**src/rtl/pulse_extender_multi_if.sv**
```systemverilog
// Bus bundle for pulse_extender_multi: trigger controls in, extended pulses out.
// Optional feature macro: PULSE_EXT_DROP_CNT_EN adds the per-channel drop counters.
interface pulse_extender_multi_if #(
  parameter int unsigned CHANNELS = 4,
  parameter int unsigned LEN_W    = 8,
  parameter int unsigned DROP_W   = 8
);
  logic                en;
  logic [LEN_W-1:0]    len;
  logic [CHANNELS-1:0] d;
  logic [CHANNELS-1:0] q;
`ifdef PULSE_EXT_DROP_CNT_EN
  logic [CHANNELS*DROP_W-1:0] drop_cnt;

  modport master (output en, len, d, input q, drop_cnt);
  modport slave  (input en, len, d, output q, drop_cnt);
`else
  modport master (output en, len, d, input q);
  modport slave  (input en, len, d, output q);
`endif

  // Reject degenerate configurations at elaboration time
  if (CHANNELS < 1 || LEN_W < 1 || DROP_W < 1) begin : g_bad_param
    $error("pulse_extender_multi_if: CHANNELS, LEN_W and DROP_W must be >= 1");
  end
endinterface

```
**src/rtl/pulse_extender_multi.sv**
```systemverilog
// Multi-channel pulse extender: a rising edge on d[i] drives q[i] high for a
// run-time programmable number of cycles, with optional retriggering.
// Optional feature macro: PULSE_EXT_DROP_CNT_EN (saturating dropped-trigger counters).
module pulse_extender_multi #(
  parameter int unsigned CHANNELS  = 4,
  parameter int unsigned LEN_W     = 8,
  parameter int unsigned RETRIGGER = 1,
  parameter int unsigned DROP_W    = 8
) (
  input  logic                   clk,
  input  logic                   rst,
  pulse_extender_multi_if.slave  bus
);

  typedef enum logic {IDLE, ACTIVE} ch_state_t;

  logic [LEN_W-1:0]    eff_len;
  logic [CHANNELS-1:0] d_prev;
  logic [CHANNELS-1:0] trig;
  logic [CHANNELS-1:0] q_next;
  logic [LEN_W-1:0]    cnt      [CHANNELS];
  logic [LEN_W-1:0]    cnt_next [CHANNELS];
  ch_state_t           state    [CHANNELS];

  // A programmed length of zero still yields a one-cycle pulse
  always_comb eff_len = (bus.len == '0) ? LEN_W'(1) : bus.len;

  // Per-channel edge detect and down-counter next state; the counter itself is the state
  always_comb begin
    trig   = '0;
    q_next = '0;
    for (int unsigned i = 0; i < CHANNELS; i++) begin
      state[i]    = (cnt[i] != '0) ? ACTIVE : IDLE;
      cnt_next[i] = cnt[i];
      trig[i]     = bus.en & bus.d[i] & ~d_prev[i];
      case (state[i])
        IDLE: begin
          if (trig[i]) cnt_next[i] = eff_len;
        end
        ACTIVE: begin
          if (trig[i] && (RETRIGGER != 0)) cnt_next[i] = eff_len;
          else                             cnt_next[i] = cnt[i] - LEN_W'(1);
        end
        default: cnt_next[i] = cnt[i];
      endcase
      q_next[i] = (cnt_next[i] != '0);
    end
  end

  // Counter, output and edge-history registers
  always_ff @(posedge clk or negedge rst) begin
    if (!rst) begin
      d_prev <= '0;
      bus.q  <= '0;
      for (int unsigned i = 0; i < CHANNELS; i++) cnt[i] <= '0;
    end else begin
      d_prev <= bus.d;
      bus.q  <= q_next;
      for (int unsigned i = 0; i < CHANNELS; i++) cnt[i] <= cnt_next[i];
    end
  end

`ifdef PULSE_EXT_DROP_CNT_EN
  logic [CHANNELS-1:0] drop;
  logic [DROP_W-1:0]   drops [CHANNELS];

  // A drop is an accepted edge that arrives while a non-retriggerable pulse is running
  always_comb begin
    drop = '0;
    for (int unsigned i = 0; i < CHANNELS; i++)
      drop[i] = trig[i] && (state[i] == ACTIVE) && (RETRIGGER == 0);
  end

  // Saturating drop counters, cleared only by reset
  always_ff @(posedge clk or negedge rst) begin
    if (!rst) begin
      for (int unsigned i = 0; i < CHANNELS; i++) drops[i] <= '0;
    end else begin
      for (int unsigned i = 0; i < CHANNELS; i++)
        if (drop[i] && (drops[i] != '1)) drops[i] <= drops[i] + DROP_W'(1);
    end
  end

  // Flatten counters onto the bus, channel i at [i*DROP_W +: DROP_W]
  always_comb begin
    bus.drop_cnt = '0;
    for (int unsigned i = 0; i < CHANNELS; i++)
      bus.drop_cnt[i*DROP_W +: DROP_W] = drops[i];
  end
`endif

  // Reject degenerate configurations at elaboration time
  if (CHANNELS < 1 || LEN_W < 1 || DROP_W < 1) begin : g_bad_param
    $error("pulse_extender_multi: CHANNELS, LEN_W and DROP_W must be >= 1");
  end

endmodule

```
**src/flat_wrapper.sv**
```systemverilog
// flat-port wrapper written by rule: the top's interface ports become plain ports
module pulse_extender_multi_flat 
#(
  parameter int unsigned CHANNELS  = 4,
  parameter int unsigned LEN_W     = 8,
  parameter int unsigned RETRIGGER = 1,
  parameter int unsigned DROP_W    = 8
)
  (clk, rst, bus_en, bus_len, bus_d, bus_q);
  pulse_extender_multi_if #(.CHANNELS(CHANNELS), .LEN_W(LEN_W), .DROP_W(DROP_W)) bus_i ();
  input  logic clk;
  input  logic rst;
  input wire logic [$bits(bus_i.en)-1:0] bus_en;
  input wire logic [$bits(bus_i.len)-1:0] bus_len;
  input wire logic [$bits(bus_i.d)-1:0] bus_d;
  output wire logic [$bits(bus_i.q)-1:0] bus_q;
  assign bus_i.en = bus_en;
  assign bus_i.len = bus_len;
  assign bus_i.d = bus_d;
  assign bus_q = bus_i.q;
  pulse_extender_multi #(.CHANNELS(CHANNELS), .LEN_W(LEN_W), .RETRIGGER(RETRIGGER), .DROP_W(DROP_W)) u_core (.clk(clk), .rst(rst), .bus(bus_i));
endmodule
```
**config.mk**
```make
export PLATFORM = sky130hd
export DESIGN_NAME = pulse_extender_multi_flat
export DESIGN_NICKNAME = d
export VERILOG_FILES = /design/src/rtl/pulse_extender_multi_if.sv /design/src/rtl/pulse_extender_multi.sv /design/src/flat_wrapper.sv
export SDC_FILE = /design/constraint.sdc
export NUM_CORES = 1
export LEC_CHECK = 0
export ABC_AREA = 1
export CORE_ASPECT_RATIO = 1.5
export CORE_MARGIN = 2
export CORE_UTILIZATION = 52
export DETAILED_ROUTE_END_ITERATION = 10
export PLACE_DENSITY = 0.82
export RECOVER_POWER = 25
export REMOVE_ABC_BUFFERS = 1
export SLEW_MARGIN = 25
export SYNTH_ARGS = -nofsm -noshare
export SYNTH_HDL_FRONTEND = slang
export SYNTH_SLANG_ARGS = --single-unit
```
**constraint.sdc**
```tcl
create_clock -name clk -period 2.62 [get_ports clk]
set_clock_uncertainty 0.2 [all_clocks]
set_input_delay 0.262 -clock clk [delete_from_list [all_inputs] [get_ports clk]]
set_output_delay 0.262 -clock clk [all_outputs]
set_load 0.005 [all_outputs]
```
==> metrics.json <==
{
  "gr-usage-all-layers": {"value": 24.0, "unit": "%"},
  "place.gp.congestion": {"value": 0.892},
  "die_area": {"value": 5830, "unit": "sq um"},
  "start_kind": {"value": "input pin"},
  "yosysTopAreaCell": {"value": "sky130_fd_sc_hd__dfrtp_1"},
  "distinct_cell_type_count_after_synthesis": {"value": 23},
  "synthAdderAreaFrac": {"value": 3.68, "unit": "%"},
  "cts-root-to-sink-buffers": {"value": 2},
  "critical_path.reg2reg.endpoint": {"value": "u_core.bus.q[0]"},
  "synthMuxAreaShare": {"value": 0, "unit": "%"},
  "rsz0062_at_grt": {"value": "false"},
  "pin_count_of_the_biggest_net_entering_global_routing": {"value": 41},
  "antennaDiodeCount": {"value": 0},
  "globalRoute.totalOverflow": {"value": 0},
  "tritoncts": {"value": "built"},
  "power_density": {"value": 1000, "unit": "nW/um^2"},
  "hold_crit_endpoint": {"value": "u_core.cnt[12]"},
  "hpwl": {"value": 4650, "unit": "um"},
  "layout_common_cells": {"value": "sky130_fd_sc_hd__nand2_1 (146), sky130_fd_sc_hd__nor2_1 (60), sky130_fd_sc_hd__inv_1 (59), sky130_fd_sc_hd__dfrtp_1 (40), sky130_fd_sc_hd__nand3_1 (31)"},
  "hold_path.class": {"value": "reg2reg"},
  "fin_nets": {"value": 463},
  "initialDrtViolationCount": {"value": 157},
  "finalSetupTns": {"value": 0, "unit": "ns"},
  "antenna_violating_nets_post_route": {"value": 0},
  "r2r-start": {"value": "u_core.cnt[24]"},
  "post_synth_main_area_contributors": {"value": "sky130_fd_sc_hd__dfrtp_1 (37%), sky130_fd_sc_hd__nand2_1 (20%), sky130_fd_sc_hd__nor2_1 (8.3%), sky130_fd_sc_hd__inv_1 (8.1%), sky130_fd_sc_hd__nand3_1 (5.7%)"},
  "worstSkewPairLatency": {"value": 0.29, "unit": "ns"},
  "final-setup-viol-count": {"value": 0},
  "cts_hold_buffers": {"value": 1},
  "ys.warnings.count": {"value": 0},
  "synth_cells": {"value": 417},
  "floorplan.rows": {"value": 32},
  "cts_num_sinks": {"value": 40},
  "areaGrowthSynthToFinish": {"value": 11.6, "unit": "%"},
  "ys_ff_latch": {"value": 40},
  "grt_use_met3": {"value": 3.16, "unit": "%"},
  "postCtsResizedCells": {"value": 0},
  "power_leakage": {"value": 0.00156, "unit": "uW"},
  "core-area": {"value": 5080, "unit": "sq um"},
  "avgSynthCellArea": {"value": 6.52, "unit": "sq um"},
  "post_synth_xor_area_fraction": {"value": 0.322, "unit": "%"},
  "vdd_ir_drop_max": {"value": 0.000480, "unit": "V"},
  "drcViolationCount": {"value": 0},
  "die-width": {"value": 63.0, "unit": "um"},
  "global_route_hottest_layer": {"value": "met2"},
  "end_kind": {"value": "flop"},
  "criticalPathCategory": {"value": "in2reg"},
  "cts_setup_buffers": {"value": 0},
  "wirelength": {"value": 6220, "unit": "um"},
  "cts-buffers-inserted": {"value": 5},
  "maxSlewHeadroom": {"value": 35.2, "unit": "%"},
  "routed-via-count": {"value": 2645},
  "rr_worst_depth": {"value": 9},
  "part_of_the_cycle_the_worst_path_needs": {"value": 75.0, "unit": "%"},
  "layout.cells.most_common": {"value": "sky130_fd_sc_hd__nand2_1"},
  "cp.required": {"value": 2.60, "unit": "ns"},
  "synth_top_area_share": {"value": 36.8, "unit": "%"},
  "worst_margin_pin_slew": {"value": 0.972, "unit": "ns"},
  "floorplan.initialDensity": {"value": 53.5, "unit": "%"},
  "cts-htree-levels": {"value": 2},
  "antenna_found_initial": {"value": 0},
  "total_power": {"value": 3030, "unit": "uW"},
  "worst_setup_hold_path_clk_slew": {"value": 0.08, "unit": "ns"},
  "drive_gt1_share": {"value": 6.36, "unit": "%"},
  "firstDrtPassIters": {"value": 5},
  "met1_usage": {"value": 26.8, "unit": "%"},
  "drv_cap": {"value": 0},
  "placed_cell_area": {"value": 2950, "unit": "sq um"},
  "grt_pass1_wl": {"value": 11200, "unit": "um"},
  "final_design_area_no_fill": {"value": 3030, "unit": "sq um"},
  "vias_per_cell": {"value": 5.21},
  "hold_path.startpoint": {"value": "u_core.cnt[12]"},
  "period_needed": {"value": 1.96, "unit": "ns"},
  "arrival_time_of_the_worst_setup_path": {"value": 1.94, "unit": "ns"},
  "grt_pass1_vias": {"value": 2650},
  "die_h": {"value": 92.6, "unit": "um"},
  "io-pin-count": {"value": 19},
  "post_synth_and_or_nand_nor_area_fraction": {"value": 41.7, "unit": "%"},
  "area_of_the_mapped_netlist": {"value": 2720, "unit": "sq um"},
  "slew_viol_final": {"value": 0},
  "number_of_buffer_cells_added_on_primary_ports": {"value": 18},
  "synth.yosys.seq_area_share": {"value": 36.8, "unit": "%"},
  "worstHoldPathCells": {"value": 1},
  "gr-usage-met2": {"value": 43.4, "unit": "%"},
  "synth-compound-area-share": {"value": 7.92, "unit": "%"},
  "dominant_combinational_cell_family_by_area_after_synthesis": {"value": "simple AND/OR/NAND/NOR gates"},
  "maxClockFrequency": {"value": 0.509, "unit": "GHz"},
  "worstPathMaxFanout": {"value": 14},
  "run_status": {"value": "completed"},
  "clk_root_buffer_cell": {"value": "sky130_fd_sc_hd__clkbuf_8"},
  "post_drt_wl_per_cell": {"value": 12.2, "unit": "um"},
  "timing.reg2reg.setup_slack": {"value": 0.68, "unit": "ns"},
  "finalHoldViolations": {"value": 0}
}
-- where the power goes --
part | internal [uW] | switching (uW) | total [uW]
clock network | 181 | 206 | 387
logic | 559 | 1000 | 1560
registers | 873 | 210 | 1080
-- worst max-delay path by stage --
stage	slack (ns)	cells past startpoint	end	startpoint
CTS	0.65	9	u_core.bus.q[3]	bus_en
global route	0.46	9	u_core.bus.q[3]	u_core.cnt[0]
floorplan	0.94	9	u_core.bus.q[1]	u_core.cnt[16]
detailed placement	0.36	8	u_core.bus.q[1]	bus_en
global placement	0.38	8	u_core.bus.q[1]	bus_en
finish	0.66	8	u_core.bus.q[1]	bus_en
-- registers in the layout (all words and copies together) (netlist names) --
name           count
u_core.bus.q       4
u_core.cnt        32
u_core.d_prev      4
-- cell type report --
type | count | area, sq um
Clock buffer | 6 | 72.6
Clock inverter | 1 | 5.00
Fill cell | 501 | 2050
Inverter | 60 | 225
Multi-Input combinational cell | 314 | 1460
Sequential cell | 40 | 1000
Tap cell | 68 | 85.1
Timing Repair Buffer | 19 | 185
-- cells in the mapped netlist --
library cell               number
sky130_fd_sc_hd__inv_1         59
sky130_fd_sc_hd__buf_6          3
sky130_fd_sc_hd__nor2_4         4
sky130_fd_sc_hd__nand3_1       31
sky130_fd_sc_hd__xnor2_1        1
sky130_fd_sc_hd__inv_2          1
sky130_fd_sc_hd__ha_1           8
sky130_fd_sc_hd__a31oi_1        1
sky130_fd_sc_hd__o21ai_1        6
sky130_fd_sc_hd__nor2_1        60
sky130_fd_sc_hd__o21ai_0       29
sky130_fd_sc_hd__dfrtp_1       40
sky130_fd_sc_hd__a22oi_2        1
sky130_fd_sc_hd__nand3b_1       4
sky130_fd_sc_hd__nand2_1      146
sky130_fd_sc_hd__a21oi_2        1
sky130_fd_sc_hd__a21oi_1        1
sky130_fd_sc_hd__nand2_2        7
sky130_fd_sc_hd__nand4_1        5
sky130_fd_sc_hd__o21bai_1       1
sky130_fd_sc_hd__nor2_2         5
sky130_fd_sc_hd__nor3_1         1
sky130_fd_sc_hd__nand3_2        2
-- layer usage --
layer | wire length (um) | vias up | part of all wire (%)
met4 | 217 | 0 | 3.5
met1 | 2520 | 1205 | 41
met5 | 0 | - | 0
li1 | - | 1338 | -
met2 | 3230 | 82 | 52
met3 | 241 | 20 | 3.9
-- worst max-delay path, cell delays in order --
cell and delay [ns]:
sky130_fd_sc_hd__clkdlybuf4s50_1 0.69, sky130_fd_sc_hd__nand2_2 0.11, sky130_fd_sc_hd__nor2_4 0.26, sky130_fd_sc_hd__nor2_1 0.13, sky130_fd_sc_hd__a21oi_1 0.24, sky130_fd_sc_hd__nand3_1 0.10, sky130_fd_sc_hd__nor2_1 0.10, sky130_fd_sc_hd__nand2_1 0.06
-- metrics by stage --
stage	std cells	worst slack [ns]	utilization, %	hold slack (ns)
finish	508	0.656	59.6	0.374
global route	508	0.462	59.6	0.390
CTS	508	0.648	59.6	0.276
detailed placement	500	0.361	57.9	0.233
global placement	500	0.384	57.9	0.224
floorplan	414	0.940	-	-0.234
-- cells by family (layout without fill, tap and decap cells) --
| group | count (synthesis) | in the layout |
|---|---|---|
| flops | 40 | 40 |
| buf+inv | 63 | 86 |
| fa+ha+maj | 8 | 8 |
| xor+xnor | 1 | 1 |
| simple gates | 265 | 265 |
| compound gates | 40 | 40 |
(Power assumes the default switching activity.)
